--- src/rtl/fetch_stage_pkg.sv ---
// Shared types and constants for the riscv32i instruction-fetch stage.
package fetch_stage_pkg;

  typedef enum logic [1:0] {
    NEXT = 2'b00,
    JUMP = 2'b01,
    INDJ = 2'b10
  } PCsource_t;

  typedef enum logic [1:0] {
    F_IDLE = 2'b00,
    F_WAIT = 2'b01,
    F_HOLD = 2'b10,
    F_DROP = 2'b11
  } FetchState_t;

  localparam logic [31:0] NOP_INSTR = 32'h0000_0013;

endpackage

--- src/rtl/fetch_stage_if.sv ---
// Instruction-memory request/response channel between fetch (master) and imem (slave).
interface fetch_stage_if #(
  parameter int XLEN = 32
);
  logic            imem_req;
  logic [XLEN-1:0] imem_addr;
  logic            imem_rvalid;
  logic [31:0]     imem_rdata;

  modport master (
    output imem_req,
    output imem_addr,
    input  imem_rvalid,
    input  imem_rdata
  );

  modport slave (
    input  imem_req,
    input  imem_addr,
    output imem_rvalid,
    output imem_rdata
  );
endinterface

--- src/rtl/fetch_stage_if_id_reg.sv ---
// IF/ID pipeline register: reset > flush > stall > load > bubble.
module fetch_stage_if_id_reg
  import fetch_stage_pkg::*;
#(
  parameter int XLEN = 32
) (
  input  logic            clk,
  input  logic            rst,
  input  logic            flush,
  input  logic            stall,
  input  logic            load,
  input  logic [31:0]     load_instr,
  input  logic [XLEN-1:0] load_pc,
  input  logic [XLEN-1:0] load_pc_plus4,
  output logic [31:0]     instr,
  output logic [XLEN-1:0] pc,
  output logic [XLEN-1:0] pc_plus4,
  output logic            valid
);

  logic [31:0]     instr_reg;
  logic [XLEN-1:0] pc_reg;
  logic [XLEN-1:0] pc_plus4_reg;
  logic            valid_reg;

  // PC fields are left untouched on flush/bubble; only valid and the opcode matter then.
  always_ff @(posedge clk) begin
    if (rst) begin
      instr_reg    <= NOP_INSTR;
      pc_reg       <= '0;
      pc_plus4_reg <= '0;
      valid_reg    <= 1'b0;
    end else if (flush) begin
      instr_reg <= NOP_INSTR;
      valid_reg <= 1'b0;
    end else if (stall) begin
      instr_reg <= instr_reg;
    end else if (load) begin
      instr_reg    <= load_instr;
      pc_reg       <= load_pc;
      pc_plus4_reg <= load_pc_plus4;
      valid_reg    <= 1'b1;
    end else begin
      instr_reg <= NOP_INSTR;
      valid_reg <= 1'b0;
    end
  end

  assign instr    = instr_reg;
  assign pc       = pc_reg;
  assign pc_plus4 = pc_plus4_reg;
  assign valid    = valid_reg;

endmodule

--- src/rtl/fetch_stage.sv ---
// IF stage: PC register, one-outstanding imem fetch FSM, redirect handling and
// a one-entry hold buffer for responses that arrive while decode is stalled.
module fetch_stage
  import fetch_stage_pkg::*;
#(
  parameter int              XLEN     = 32,
  parameter logic [XLEN-1:0] RESET_PC = '0
) (
  input  logic            clk,
  input  logic            rst,
  input  PCsource_t       pc_src_e,
  input  logic [XLEN-1:0] pc_target_e,
  input  logic [XLEN-1:0] alu_result_e,
  input  logic            stall_d,
  input  logic            flush_d,
  fetch_stage_if.master   imem,
  output logic [31:0]     instr_d,
  output logic [XLEN-1:0] pc_d,
  output logic [XLEN-1:0] pc_plus4_d,
  output logic            valid_d
);

  FetchState_t     state_reg, state_next;
  logic [XLEN-1:0] pc_f_reg, pc_f_next;
  logic [31:0]     hold_reg, hold_next;
  logic [XLEN-1:0] pc_plus4_f;
  logic [XLEN-1:0] target_raw;
  logic [XLEN-1:0] target;
  logic            redirect;
  logic            load;
  logic [31:0]     load_instr;

  assign redirect   = (pc_src_e != NEXT);
  assign target_raw = (pc_src_e == JUMP) ? pc_target_e : (alu_result_e & ~XLEN'(1));
  // Targets are word-aligned silently; misaligned jumps are not trapped here.
  assign target     = target_raw & ~XLEN'(3);
  assign pc_plus4_f = pc_f_reg + XLEN'(4);

  always_ff @(posedge clk) begin
    if (rst) begin
      state_reg <= F_IDLE;
      pc_f_reg  <= RESET_PC;
      hold_reg  <= '0;
    end else begin
      state_reg <= state_next;
      pc_f_reg  <= pc_f_next;
      hold_reg  <= hold_next;
    end
  end

  always_comb begin
    state_next = state_reg;
    pc_f_next  = pc_f_reg;
    hold_next  = hold_reg;
    case (state_reg)
      F_IDLE: begin
        if (redirect) pc_f_next = target;
        else          state_next = F_WAIT;
      end
      F_WAIT: begin
        if (redirect) begin
          pc_f_next  = target;
          state_next = imem.imem_rvalid ? F_IDLE : F_DROP;
        end else if (imem.imem_rvalid) begin
          if (stall_d) begin
            hold_next  = imem.imem_rdata;
            state_next = F_HOLD;
          end else begin
            pc_f_next  = pc_plus4_f;
            state_next = F_IDLE;
          end
        end
      end
      F_HOLD: begin
        if (redirect) begin
          pc_f_next  = target;
          state_next = F_IDLE;
        end else if (!stall_d) begin
          pc_f_next  = pc_plus4_f;
          state_next = F_IDLE;
        end
      end
      F_DROP: begin
        // The stale response must drain before a new request can be issued.
        if (redirect)         pc_f_next  = target;
        if (imem.imem_rvalid) state_next = F_IDLE;
      end
      default: state_next = F_IDLE;
    endcase
  end

  always_comb begin
    imem.imem_req = 1'b0;
    load          = 1'b0;
    load_instr    = imem.imem_rdata;
    case (state_reg)
      F_IDLE: imem.imem_req = !redirect && !rst;
      F_WAIT: load = imem.imem_rvalid && !redirect && !stall_d;
      F_HOLD: begin
        load       = !redirect && !stall_d;
        load_instr = hold_reg;
      end
      default: ;
    endcase
  end

  assign imem.imem_addr = pc_f_reg;

  fetch_stage_if_id_reg #(
    .XLEN(XLEN)
  ) u_if_id (
    .clk          (clk),
    .rst          (rst),
    .flush        (flush_d),
    .stall        (stall_d),
    .load         (load),
    .load_instr   (load_instr),
    .load_pc      (pc_f_reg),
    .load_pc_plus4(pc_plus4_f),
    .instr        (instr_d),
    .pc           (pc_d),
    .pc_plus4     (pc_plus4_d),
    .valid        (valid_d)
  );

endmodule

--- src/flat_wrapper.sv ---
// flat-port wrapper written by rule: the top's interface ports become plain ports
module fetch_stage_flat import fetch_stage_pkg::*;
#(
  parameter int              XLEN     = 32,
  parameter logic [XLEN-1:0] RESET_PC = '0
)
  (clk, rst, pc_src_e, pc_target_e, alu_result_e, stall_d, flush_d, instr_d, pc_d, pc_plus4_d, valid_d, imem_imem_req, imem_imem_addr, imem_imem_rvalid, imem_imem_rdata);
  fetch_stage_if #(.XLEN(XLEN)) imem_i ();
  input  logic clk;
  input  logic rst;
  input  PCsource_t pc_src_e;
  input  logic [XLEN-1:0] pc_target_e;
  input  logic [XLEN-1:0] alu_result_e;
  input  logic stall_d;
  input  logic flush_d;
  output logic [31:0] instr_d;
  output logic [XLEN-1:0] pc_d;
  output logic [XLEN-1:0] pc_plus4_d;
  output logic valid_d;
  output wire logic [$bits(imem_i.imem_req)-1:0] imem_imem_req;
  output wire logic [$bits(imem_i.imem_addr)-1:0] imem_imem_addr;
  input wire logic [$bits(imem_i.imem_rvalid)-1:0] imem_imem_rvalid;
  input wire logic [$bits(imem_i.imem_rdata)-1:0] imem_imem_rdata;
  assign imem_imem_req = imem_i.imem_req;
  assign imem_imem_addr = imem_i.imem_addr;
  assign imem_i.imem_rvalid = imem_imem_rvalid;
  assign imem_i.imem_rdata = imem_imem_rdata;
  fetch_stage #(.XLEN(XLEN), .RESET_PC(RESET_PC)) u_core (.clk(clk), .rst(rst), .pc_src_e(pc_src_e), .pc_target_e(pc_target_e), .alu_result_e(alu_result_e), .stall_d(stall_d), .flush_d(flush_d), .imem(imem_i), .instr_d(instr_d), .pc_d(pc_d), .pc_plus4_d(pc_plus4_d), .valid_d(valid_d));
endmodule
--- config.mk ---
export PLATFORM = sky130hd
export DESIGN_NAME = fetch_stage_flat
export DESIGN_NICKNAME = d
export VERILOG_FILES = /design/src/rtl/fetch_stage_pkg.sv /design/src/rtl/fetch_stage_if.sv /design/src/rtl/fetch_stage_if_id_reg.sv /design/src/rtl/fetch_stage.sv /design/src/flat_wrapper.sv
export SDC_FILE = /design/constraint.sdc
export NUM_CORES = 1
export LEC_CHECK = 0
export BUFFER_PORTS_ARGS = -buffer_cell sky130_fd_sc_hd__buf_4
export CORE_UTILIZATION = 46
export CTS_CLUSTER_DIAMETER = 200
export DETAILED_ROUTE_END_ITERATION = 12
export PLACE_DENSITY = 0.7
export SYNTH_ARGS = -nofsm -noshare
export SYNTH_HDL_FRONTEND = slang
export SYNTH_SLANG_ARGS = --single-unit
--- constraint.sdc ---
create_clock -name clk -period 2.6 [get_ports clk]
set_input_delay 0.13 -clock clk [delete_from_list [all_inputs] [get_ports clk]]
set_output_delay 0.13 -clock clk [all_outputs]
set_load 0.01 [all_outputs]
# After elaboration in Yosys (flattened, before gate mapping)
# Index checks and enable logic that the tools add are counted.
# classes
eq_ne	9
addsub	1
bitwise	3
n_reduce_logical	15
mux	21
# op_table
operator	count
$mux 32	8
$pmux 32 s3	1
$add 32x3->32 const B	1
$mux 2	8
$pmux 2 s4	1
$reduce_and 4->1	2
$ne 3x2->1 const B	2
$eq 2x1->1 const B	2
$eq 2x2->1 const B	2
$logic_and 1x1->1	4
$ne 2x2->1 const B	2
$reduce_or 2->1	2
$logic_not 1->1	3
$not 1->1	3
$reduce_and 3->1	1
$logic_not 2->1	1
$mux 1	2
$ne 2x1->1 const B	1
$pmux 1 s2	1
$reduce_and 2->1	1
$reduce_bool 2->1	1
# word_totals
regBits	163
input_bits	103
word_cells	56

# Longest topological paths before layout
# logic_depth
depth_word	6
ltp_mapped	9
depth_no_buf	7

# Cells and area by module
# From an unflattened synthesis, not the netlist that was laid out.
# unflattened
hier_cells	967
area_unflattened_um2	8398.1
# modules_own_cells
mod	seq_area_each_um2	instances	area_each_um2	cells_per_inst
fetch_stage_if_id_reg	1941.9	1	4227.8	424
fetch_stage	1281.2	1	4170.2	543

# Worst setup path before layout
# No wires, ideal clock.
# synth_timing
kind	flip-flop to flip-flop
start	reg u_core.state_reg[1]
end	reg u_core.u_if_id.pc_plus4_reg[22] (netlist: u_core.u_if_id.pc_plus4[22])
period_less_slack_ps	2153
path_buffers	2
path_stages_with_launch	9
slack_ps	447
t_arrival_ps	2015
cell_sequence	dfxtp_1 inv_1 ha_1 nor2b_1 o211ai_1 nor2_1 buf_2 buf_2 a211oi_1
# synth_between
elab_chain_cells	3
# synth_rtl
element	line_no	rtl
start, declared	fetch_stage.sv:23	FetchState_t state_reg, state_next;
start signal, assigned	fetch_stage.sv:45	state_reg <= state_next;
$eq 2x2->1 / $eq 2x1->1 (equally long branches)	fetch_stage.sv:96	case (state_reg)
$pmux 1 s2 (*)	fetch_stage.sv:96	
$reduce_and 3->1 (no source line) (*)	--	
end signal, assigned	fetch_stage_if_id_reg.sv:41	pc_plus4_reg <= load_pc_plus4;
end, declared	fetch_stage_if_id_reg.sv:23	logic [XLEN-1:0] pc_plus4_reg;
# Every way passes the cells marked *; elsewhere a longest branch is shown, timed or not.
# A chain may end at the register's enable or synchronous reset.

# Final worst setup path
# layout_timing
start	reg u_core.state_reg[1]
end	reg u_core.pc_f_reg[10] (netlist: u_core.imem.imem_addr[10])
# layout_between
elab_chain_cells	4
# layout_rtl
element	line_no	rtl
$eq 2x2->1 / $logic_not 2->1 (equally long branches)	fetch_stage.sv:55	case (state_reg)
$reduce_or 2->1 (no source line)	--	
$ne 2x1->1 (no source line)	--	
$reduce_and 2->1 (no source line)	--	
end signal, assigned	fetch_stage.sv:46	pc_f_reg <= pc_f_next;
end, declared	fetch_stage.sv:24	logic [XLEN-1:0] pc_f_reg, pc_f_next;
# Parallel ways exist; a longest one is shown, timed or not.

==> out/qor.yml <==
status:
  outcome: "completed"
cts:
  clkSinkCount: 157
  post-cts-setup-buffers: 0
  cts_root_buf: "clkbuf_16"
  cts_buffers: 17
  clk_latency_ps: 430
  path_clk_slew_ps: 60
  clk_path_buf_depth: 2
  cts_tree: "built"
  cts_max_level: 4
global_routing:
  grt_pass1_wl_um: 35600
  grt.total_usage: 0.273
  grt_max_degree: 89
  antenna_found_initial: 1
  grt_pass1_vias: 6777
  overflow: 0
timing:
  fin_skew_ps: 10.9
  rsz0062_at_grt: "no"
  tightest_slew_ps: 731
  maxSlewViolCount: 0
  fin_crit_ps: 2350
  slew-limit-headroom: 0.512
  fin_tns_setup_ps: 0
  setup_viol: 0
  fin_crit_sh: 0.902
  hold_violations: 0
  max_freq_ghz: 0.426
worst_hold_path:
  min_from: "pc_target_e[26]"
  min_path_cells: 3
  hp-class: "in2reg"
  holdPathEnd: "u_core.imem.imem_addr[26]"
placed_design:
  port_buffers: 222
  routabilityCongestion: 0.834
  dp_hpwl_um: 15400
logic_synthesis:
  postSynthAreaPerCell_um2: 7.85
  synth-seq-cells: 157
  synthCells: 956
  synth_cell_types: 59
  ys_async_sr_fraction: 0
  yosysSeqAreaShare: 0.419
  ys_warn_count: 0
  synth_edf_count: 0
  synthFlopType: "dfxtp_1"
  syn_area_um2: 7500
floorplanning:
  die_h_um: 130
  dieArea_um2: 16800
  start_util: 0.472
  core_um2: 15900
  io_pins: 233
  die_w_um: 130
  fp-row-count: 46
setup_path:
  end_kind: "flip-flop"
  reg2reg_to: "u_core.imem.imem_addr[10]"
  cpPeakStageDelay_ps: 530
  critical_path_required_ps: 2930
  crit_chain: "inv_1 -> ha_1 -> buf_4 -> or3b_1 -> buf_4 -> nor4_1 -> o21ai_0 -> a21oi_1"
  path_buf_inv: 3
  crit_type: "reg2reg"
  cp.arrival_ps: 2680
  r2r_start: "u_core.state_reg[1]"
  crit_path_top_delay_cell: "or3b_1"
  rrSetupSlack_ps: 250
  cp_common_cell: "buf_4"
  crit_fanout: 22
  crit_family: "simple AND/OR/NAND/NOR gates"
  reg2reg_depth: 8
  critPathLaunchType: "flip-flop"
power:
  ir_worst_vdd_v: 0.000499
  pwr_density_cell_nw_per_um2: 567
  p_leak_nw: 4.00
detailed_routing:
  finalWirelength_um: 23200
  antenna_left: 0
  wire_per_inst_um: 16.5
  drt_first_iter_violations: 512
  vias: 7544
  dr.pass1.iters: 5
  drc: 0
  vias_per_cell: 5.38
run:
  drv_cap: 0
cells_and_area:
  final_util: 0.646
  nets: 1283
  area_growth_syn_to_layout_pct: 36.7
  drive_above_1_share: 0.262
-- metrics by stage --
stage / setup slack [ps] / hold slack, ps / total power [mW] / instances / instance area [um2]
6_report: 254 / 2.94 / 5.82 / 1402 / 10300
5_1_grt: 7.67 / 26.0 / 6.02 / 1402 / 10300
4_1_cts: 233 / 0.163 / 5.84 / 1401 / 10300
3_5_place_dp: 247 / 395 / 3.30 / 1338 / 9330
3_3_place_gp: 276 / 387 / 3.29 / 1338 / 9330
2_1_floorplan: 447 / 245 / 2.97 / 961 / 7520
-- synthesized netlist by cell type, types with 6 or more instances --
library cell | count | area (um2)
mux2i_1 | 33 | 330
nand4_1 | 12 | 75.1
xor2_1 | 13 | 114
a31oi_1 | 7 | 43.8
ha_1 | 6 | 75.1
and3_1 | 7 | 43.8
or3_1 | 6 | 37.5
a21oi_1 | 129 | 646
nor2_1 | 111 | 417
inv_1 | 7 | 26.3
nor4_1 | 6 | 37.5
nand2_1 | 184 | 691
o21ai_0 | 26 | 130
clkbuf_1 | 51 | 191
a22oi_1 | 11 | 82.6
o22ai_1 | 6 | 37.5
a211oi_1 | 28 | 210
buf_4 | 6 | 45.0
xnor2_1 | 18 | 158
nor3_1 | 14 | 70.1
nand3_1 | 20 | 100
buf_2 | 28 | 140
dfxtp_1 | 157 | 3140
-- area by class of cell --
cell class | count | area (um2)
clock buffers | 21 | 450
inverters | 7 | 26.3
well taps | 216 | 270
repair buffers | 284 | 2250
fillers | 1457 | 5630
clock inverters | 9 | 139
multi-input cells | 707 | 3980
diodes | 1 | 2.50
flip-flops and latches | 157 | 3140
-- routing by layer --
metal / global-route usage / share of wire / wire length [um] / vias to the layer above
li1: - / - / - / 3724
met1: 0.362 / 0.45 / 10400 / 3515
met2: 0.430 / 0.46 / 10700 / 260
met3: 0.0541 / 0.061 / 1410 / 45
met4: 0.120 / 0.029 / 677 / 0
met5: 0 / 0 / 0 / -
-- worst max-delay path by stage --
| stage | from | end | slack (ps) | depth (start not counted) |
|---|---|---|---|---|
| floorplan | u_core.state_reg[1] | u_core.u_if_id.pc_plus4[22] | 450 | 8 |
| global placement | u_core.state_reg[1] | u_core.u_if_id.pc_plus4[5] | 280 | 7 |
| detailed placement | u_core.state_reg[0] | u_core.u_if_id.pc[3] | 250 | 7 |
| CTS | u_core.state_reg[1] | u_core.u_if_id.pc_plus4[5] | 230 | 7 |
| global route | u_core.state_reg[1] | u_core.u_if_id.pc_plus4[22] | 8 | 8 |
| finish | u_core.state_reg[1] | u_core.imem.imem_addr[10] | 250 | 8 |
-- power breakdown --
group	internal, mW	leakage [nW]	total [mW]	switching [mW]
sequential	2.46	1.27	2.55	0.0856
clock	1.53	0.276	2.52	0.987
combinational	0.358	2.45	0.752	0.395
-- worst register-to-register path: stages (launching register included) --
cell	delay, ps
dfxtp_1	380
inv_1	100
ha_1	300
buf_4	140
or3b_1	530
buf_4	290
nor4_1	190
o21ai_0	130
a21oi_1	200
-- repair_timing --
item                                    4_1_cts  5_1_grt
endpoints found under the hold margin        35        0
gates resized for setup                       0        1
hold buffers                                 33        0
endpoints found under the setup margin        0       26
-- cell families after synthesis --
group,share of synthesized area
and+or+nand+nor,0.248
AOI/OAI and AO/OA,0.179
DFF,0.419
buffers and inverters,0.0572
muxes,0.0500
xor gates and xnor gates,0.0362
adders and majority gates,0.0100
other,0.000500
-- cell usage in the layout, fill, tap and decap left out, types with 7 or more instances in the layout --
cell	instances
a211oi_1	28
a21oi_1	128
a22oi_1	11
a31oi_1	7
and3_1	7
buf_4	248
clkbuf_16	17
dfxtp_1	157
dlygate4sd3_1	33
inv_1	7
mux2i_1	33
nand2_1	184
nand3_1	20
nand4_1	12
nor2_1	110
nor3_1	13
o21ai_0	26
xnor2_1	18
xor2_1	13
No activity file was read; power rests on OpenSTA's default activity.
